===== config.mk =====
export PLATFORM = sky130hd
export DESIGN_NAME = stack_ctrl
export DESIGN_NICKNAME = d
export VERILOG_FILES = /design/src/rtl/stack_ctrl.sv
export SDC_FILE = /design/constraint.sdc
export NUM_CORES = 1
export LEC_CHECK = 0
export CORE_AREA = 4 4 93 60
export DETAILED_ROUTE_END_ITERATION = 6
export DIE_AREA = 0 0 97 64
export PLACE_DENSITY_LB_ADDON = 0.2
export SLEW_MARGIN = 20
export SYNTH_ARGS = -nofsm -noshare
export SYNTH_HDL_FRONTEND = slang
export SYNTH_SLANG_ARGS = --single-unit

===== constraint.sdc =====
create_clock -name i_clk -period 2.9 [get_ports i_clk]
set_clock_uncertainty 0.2 [all_clocks]
set_input_delay 0.58 -clock i_clk [delete_from_list [all_inputs] [get_ports i_clk]]
set_output_delay 0.58 -clock i_clk [all_outputs]
set_load 0.03 [all_outputs]

===== src/rtl/stack_ctrl.sv =====
// LIFO stack controller in front of a single-port synchronous RAM.
// Turns single-cycle push/pop requests into RAM write/read transactions.
// It also tracks the stack pointer and reports full, empty and sticky error status.
module stack_ctrl #(
  parameter int unsigned ADDR_WIDTH = 8,
  parameter int unsigned DATA_WIDTH = 8
) (
  input  logic                  i_clk,
  input  logic                  i_rst,
  input  logic                  i_push,
  input  logic                  i_pop,
  input  logic [DATA_WIDTH-1:0] i_data,
  output logic [DATA_WIDTH-1:0] o_data,
  output logic                  o_valid,
  output logic                  o_busy,
  output logic                  o_full,
  output logic                  o_empty,
  output logic                  o_err,
  output logic [ADDR_WIDTH:0]   o_count,
  output logic [ADDR_WIDTH-1:0] o_ram_addr,
  output logic [DATA_WIDTH-1:0] o_ram_data,
  output logic                  o_ram_we,
  input  logic [DATA_WIDTH-1:0] i_ram_data
);

  typedef enum logic [1:0] {StIdle, StWrite, StRead, StWait} state_e;

  // Count value meaning every RAM entry is occupied.
  localparam logic [ADDR_WIDTH:0] CountFull = {1'b1, {ADDR_WIDTH{1'b0}}};

  state_e                state_q, state_d;
  logic [ADDR_WIDTH:0]   count_q, count_d;
  logic [ADDR_WIDTH-1:0] ram_addr_q, ram_addr_d;
  logic [DATA_WIDTH-1:0] ram_data_q, ram_data_d;
  logic                  ram_we_q, ram_we_d;
  logic [DATA_WIDTH-1:0] data_q, data_d;
  logic                  valid_q, valid_d;
  logic                  err_q, err_d;
  logic [ADDR_WIDTH:0]   count_m1;
  logic                  full, empty;

  assign full     = (count_q == CountFull);
  assign empty    = (count_q == '0);
  assign count_m1 = count_q - 1'b1;

  // Next-state and registered-output decode; requests only sampled in StIdle.
  always_comb begin
    state_d    = state_q;
    count_d    = count_q;
    ram_addr_d = ram_addr_q;
    ram_data_d = ram_data_q;
    ram_we_d   = 1'b0;
    data_d     = data_q;
    valid_d    = 1'b0;
    err_d      = err_q;
    unique case (state_q)
      StIdle: begin
        if (i_push && !i_pop) begin
          if (!full) begin
            ram_addr_d = count_q[ADDR_WIDTH-1:0];
            ram_data_d = i_data;
            ram_we_d   = 1'b1;
            count_d    = count_q + 1'b1;
            state_d    = StWrite;
          end else begin
            err_d = 1'b1;
          end
        end else if (i_pop && !i_push) begin
          if (!empty) begin
            ram_addr_d = count_m1[ADDR_WIDTH-1:0];
            count_d    = count_m1;
            state_d    = StRead;
          end else begin
            err_d = 1'b1;
          end
        end
      end
      // RAM commits the word at the edge leaving this state.
      StWrite: state_d = StIdle;
      // RAM registers the read word at the edge leaving this state.
      StRead:  state_d = StWait;
      StWait: begin
        data_d  = i_ram_data;
        valid_d = 1'b1;
        state_d = StIdle;
      end
      default: state_d = StIdle;
    endcase
  end

  // State and output registers, asynchronously cleared.
  always_ff @(posedge i_clk or posedge i_rst) begin
    if (i_rst) begin
      state_q    <= StIdle;
      count_q    <= '0;
      ram_addr_q <= '0;
      ram_data_q <= '0;
      ram_we_q   <= 1'b0;
      data_q     <= '0;
      valid_q    <= 1'b0;
      err_q      <= 1'b0;
    end else begin
      state_q    <= state_d;
      count_q    <= count_d;
      ram_addr_q <= ram_addr_d;
      ram_data_q <= ram_data_d;
      ram_we_q   <= ram_we_d;
      data_q     <= data_d;
      valid_q    <= valid_d;
      err_q      <= err_d;
    end
  end

  assign o_data     = data_q;
  assign o_valid    = valid_q;
  assign o_busy     = (state_q != StIdle);
  assign o_full     = full;
  assign o_empty    = empty;
  assign o_err      = err_q;
  assign o_count    = count_q;
  assign o_ram_addr = ram_addr_q;
  assign o_ram_data = ram_data_q;
  assign o_ram_we   = ram_we_q;

endmodule

==> impl_metrics.xml <==
<?xml version="1.0" encoding="UTF-8"?>
<metrics>
  <group name="finish">
    <metric name="antenna_cells" unit="">0</metric>
    <metric name="area_growth" unit="%">45.60</metric>
    <metric name="instances_no_fill" unit="">307</metric>
    <metric name="final_net_count" unit="">266</metric>
    <metric name="final_core_utilization" unit="">0.5575</metric>
    <metric name="drive_gt1_frac" unit="">0.1909</metric>
  </group>
  <group name="placement">
    <metric name="portBuffers" unit="">58</metric>
    <metric name="placedCellCount" unit="">299</metric>
    <metric name="dp.final_hpwl" unit="um">3126</metric>
    <metric name="gp_congestion" unit="">0.8548</metric>
  </group>
  <group name="synthesis">
    <metric name="post_synth_main_area_contributors" unit="">dfrtp_1 51%, mux2_2 7.3%, mux2_1 4.9%, ha_1 4.1%, nor2_1 3.2%</metric>
    <metric name="postSynthRegisterBits" unit="">38</metric>
    <metric name="synth.yosys.seq_area_share" unit="">0.5142</metric>
    <metric name="syn_inst" unit="">166</metric>
    <metric name="ys.warnings.count" unit="">0</metric>
    <metric name="synth_top_area_share" unit="">0.5142</metric>
    <metric name="post_synth_cell_types" unit="">39</metric>
    <metric name="synth.cell_area" unit="mm2">0.001849</metric>
    <metric name="synth_top_cell_by_area" unit="">dfrtp_1</metric>
    <metric name="postSynthAreaPerCell" unit="um2">11.14</metric>
    <metric name="synthesis.nets" unit="">192</metric>
  </group>
  <group name="clock_network">
    <metric name="root_buffer" unit="">clkbuf_8</metric>
    <metric name="number_of_h_tree_levels" unit="">2</metric>
    <metric name="cts.reportedPaths.clkPinSlew" unit="ns">0.07</metric>
    <metric name="tritoncts" unit="">yes</metric>
    <metric name="cts-root-to-sink-buffers" unit="">2</metric>
    <metric name="clk_latency" unit="ns">0.28</metric>
    <metric name="clock-sinks" unit="">38</metric>
    <metric name="cts-hold-fix-buffers" unit="">0</metric>
    <metric name="clock_buffers_created_by_tritoncts" unit="">5</metric>
  </group>
  <group name="drt">
    <metric name="via_count" unit="">1435</metric>
    <metric name="detail_route.wl_per_cell" unit="um">13.59</metric>
    <metric name="detail_route.drc_violations" unit="">0</metric>
    <metric name="final_antenna_net_count" unit="">0</metric>
    <metric name="drt_pre_antenna_iters" unit="">4</metric>
    <metric name="initialDrtViolationCount" unit="">105</metric>
    <metric name="drt-total-wl" unit="um">4171</metric>
    <metric name="detail_route.vias_per_cell" unit="">4.674</metric>
  </group>
  <group name="pwr">
    <metric name="ir_drop" unit="uV">591.1</metric>
    <metric name="leakage" unit="nW">1.175</metric>
    <metric name="report.power.total" unit="mW">3.383</metric>
    <metric name="power.density_cell_area" unit="mW/mm2">1256</metric>
  </group>
  <group name="run_status">
    <metric name="run_status" unit="">finished clean</metric>
  </group>
  <group name="timing">
    <metric name="setup-tns-final" unit="ns">0</metric>
    <metric name="max_clock_freq" unit="MHz">378.4</metric>
    <metric name="setup_repair_after_global_routing_missed_its_margin" unit="">no</metric>
    <metric name="layout_worst_path_cycle_share" unit="">0.9112</metric>
    <metric name="final-setup-viol-count" unit="">0</metric>
    <metric name="fin_hold_ws" unit="ns">0.2587</metric>
    <metric name="timing.max_slew.rel_slack" unit="">0.6768</metric>
    <metric name="worstMarginPinSlew" unit="ns">0.4849</metric>
    <metric name="finalWorstPathRequiredPeriod" unit="ns">2.642</metric>
    <metric name="max_slew_violations" unit="">0</metric>
    <metric name="finalHoldViolCount" unit="">0</metric>
  </group>
  <group name="setup_path">
    <metric name="critical_path_arrival" unit="ns">1.86</metric>
    <metric name="critPathLaunchType" unit="">register</metric>
    <metric name="worst-endpoint-required" unit="ns">2.12</metric>
    <metric name="cp_max_fo" unit="">6</metric>
    <metric name="worstSetupEndpointType" unit="">output pin</metric>
    <metric name="kind_of_critical_path" unit="">reg2out</metric>
  </group>
  <group name="job">
    <metric name="max_cap_violations" unit="">0</metric>
  </group>
  <group name="global_route">
    <metric name="number_of_antenna_violations_at_the_first_check_in_global_routing" unit="">0</metric>
    <metric name="grt_max_degree" unit="">39</metric>
    <metric name="groute.usage.overall" unit="">0.1447</metric>
    <metric name="grt.overflow.total" unit="">0</metric>
    <metric name="vias_in_the_first_global_route" unit="">1423</metric>
    <metric name="grt_pass1_wl" unit="um">7189</metric>
  </group>
  <group name="floorplanning">
    <metric name="core_region_area" unit="mm2">0.004830</metric>
    <metric name="die_area" unit="mm2">0.006208</metric>
    <metric name="die_width" unit="um">97</metric>
    <metric name="number_of_standard_cell_rows_in_the_floorplan" unit="">20</metric>
    <metric name="io_pins" unit="">59</metric>
    <metric name="dieHeight" unit="um">64</metric>
    <metric name="initial_core_util" unit="">0.3829</metric>
  </group>
  <group name="worst_hold_path">
    <metric name="min-delay-path-class" unit="">reg2reg</metric>
  </group>
</metrics>
-- final cells by class --
| type | count | area [um2] |
|---|---|---|
| clock buffers | 5 | 68.82 |
| clock inverters | 3 | 40.04 |
| fillers | 436 | 2137 |
| inverters | 10 | 37.54 |
| multi-input cells | 109 | 803.3 |
| flip-flops and latches | 38 | 950.9 |
| well taps | 66 | 82.58 |
| repair buffers | 76 | 709.4 |
-- cell usage after synthesis, drive strengths merged --
cell type / count
a21boi: 1
a21o: 1
a21oi: 10
a31oi: 1
a32oi: 1
a41oi: 1
and3: 1
buf: 6
clkbuf: 3
dfrtp: 38
ha: 6
inv: 10
mux2: 21
mux2i: 1
nand2: 10
nand3: 3
nand4: 2
nor2: 16
nor2b: 1
nor3: 3
nor3b: 2
nor4: 3
o211ai: 1
o21ai: 5
o31a: 1
or2: 2
or2b: 1
or3: 1
or3b: 1
or4: 2
xnor2: 6
xor2: 5
-- power by group --
part | switching, mW | internal (mW)
registers | 0.163 | 0.794
clock network | 0.183 | 0.253
logic | 1.09 | 0.897
-- kinds of logic after synthesis --
kind of cell             count (synthesis)  synth area share
XOR/XNOR                                11           0.05210
adder cells (fa/ha/maj)                  6           0.04059
flip-flops                              38            0.5142
multiplexers                            22            0.1353
AND/OR/NAND/NOR                         48            0.1333
buffers and inverters                   19           0.05413
AO/OA/AOI/OAI                           22           0.07037
-- worst max-delay path, cell delays in order, from the launching register on --
cell	delay, ns
dfrtp_1	0.45
inv_1	0.10
ha_1	0.18
nor3b_2	0.22
nand3_1	0.15
inv_1	0.08
dlygate4sd2_1	0.40
-- timing repair --
item	CTS	global route
gates cloned	0	0
pin swaps	0	0
gates resized for setup	2	3
buffers inserted	0	0
endpoints found under the setup margin	2	2
-- final timing paths --
check	from	cells after the start	slack, ns	end
setup / recovery	o_count[0]$_DFFE_PP0P_	6	0.26	o_full
hold / removal	o_err$_DFFE_PP0P_	1	0.26	o_err$_DFFE_PP0P_
setup reg to reg	o_count[0]$_DFFE_PP0P_	7	0.63	o_ram_addr[7]$_DFFE_PP0P_
hold reg to reg	o_err$_DFFE_PP0P_	1	0.26	o_err$_DFFE_PP0P_
max in group asynchronous	i_rst	3	1.65	state_q[1]$_DFFE_PP0P_
min in group asynchronous	i_rst	3	0.52	o_data[4]$_DFFE_PP0P_
-- per-stage QoR --
step / setup WS (ns) / area, um2
after floorplan: 0.4704 / 1849
after global placement: 0.1203 / 2585
after detailed placement: 0.1040 / 2585
after CTS: 0.1203 / 2691
after global routing: 0.09008 / 2693
final: 0.2576 / 2693
-- cell usage in the layout, fill, tap and decap left out, types with 2 or more instances in the layout --
cell type	netlist	final
xnor2_1	6	6
a21oi_1	10	10
or2_2	2	2
xor2_1	5	5
nor3_1	3	3
clkdlybuf4s50_1	0	56
nand2_1	10	10
o21ai_0	3	3
dfrtp_1	38	38
mux2_1	8	8
buf_4	1	18
nand3_1	3	3
nor2_1	16	16
inv_1	10	10
clkinv_2	0	2
ha_1	6	6
nand4_1	2	2
clkbuf_8	0	5
nor4_1	2	2
mux2_2	12	12
o21ai_1	2	2
-- flip-flops by register name (all words and copies together), names as in the netlist --
name and flops:
o_data 8, o_valid 1, o_ram_we 1, o_ram_addr 8, state_q 2, o_err 1, o_count 9, o_ram_data 8
-- per-layer routing --
layer	share of wire	wire length (um)	vias up	GRT usage
met3	0.087	363	5	0.07197
li1	-	-	711	-
met2	0.41	1696	43	0.1950
met4	0.0074	31	0	0.02627
met1	0.50	2079	676	0.2080
met5	0	0	-	0
Power figures use the tool's default switching activity.
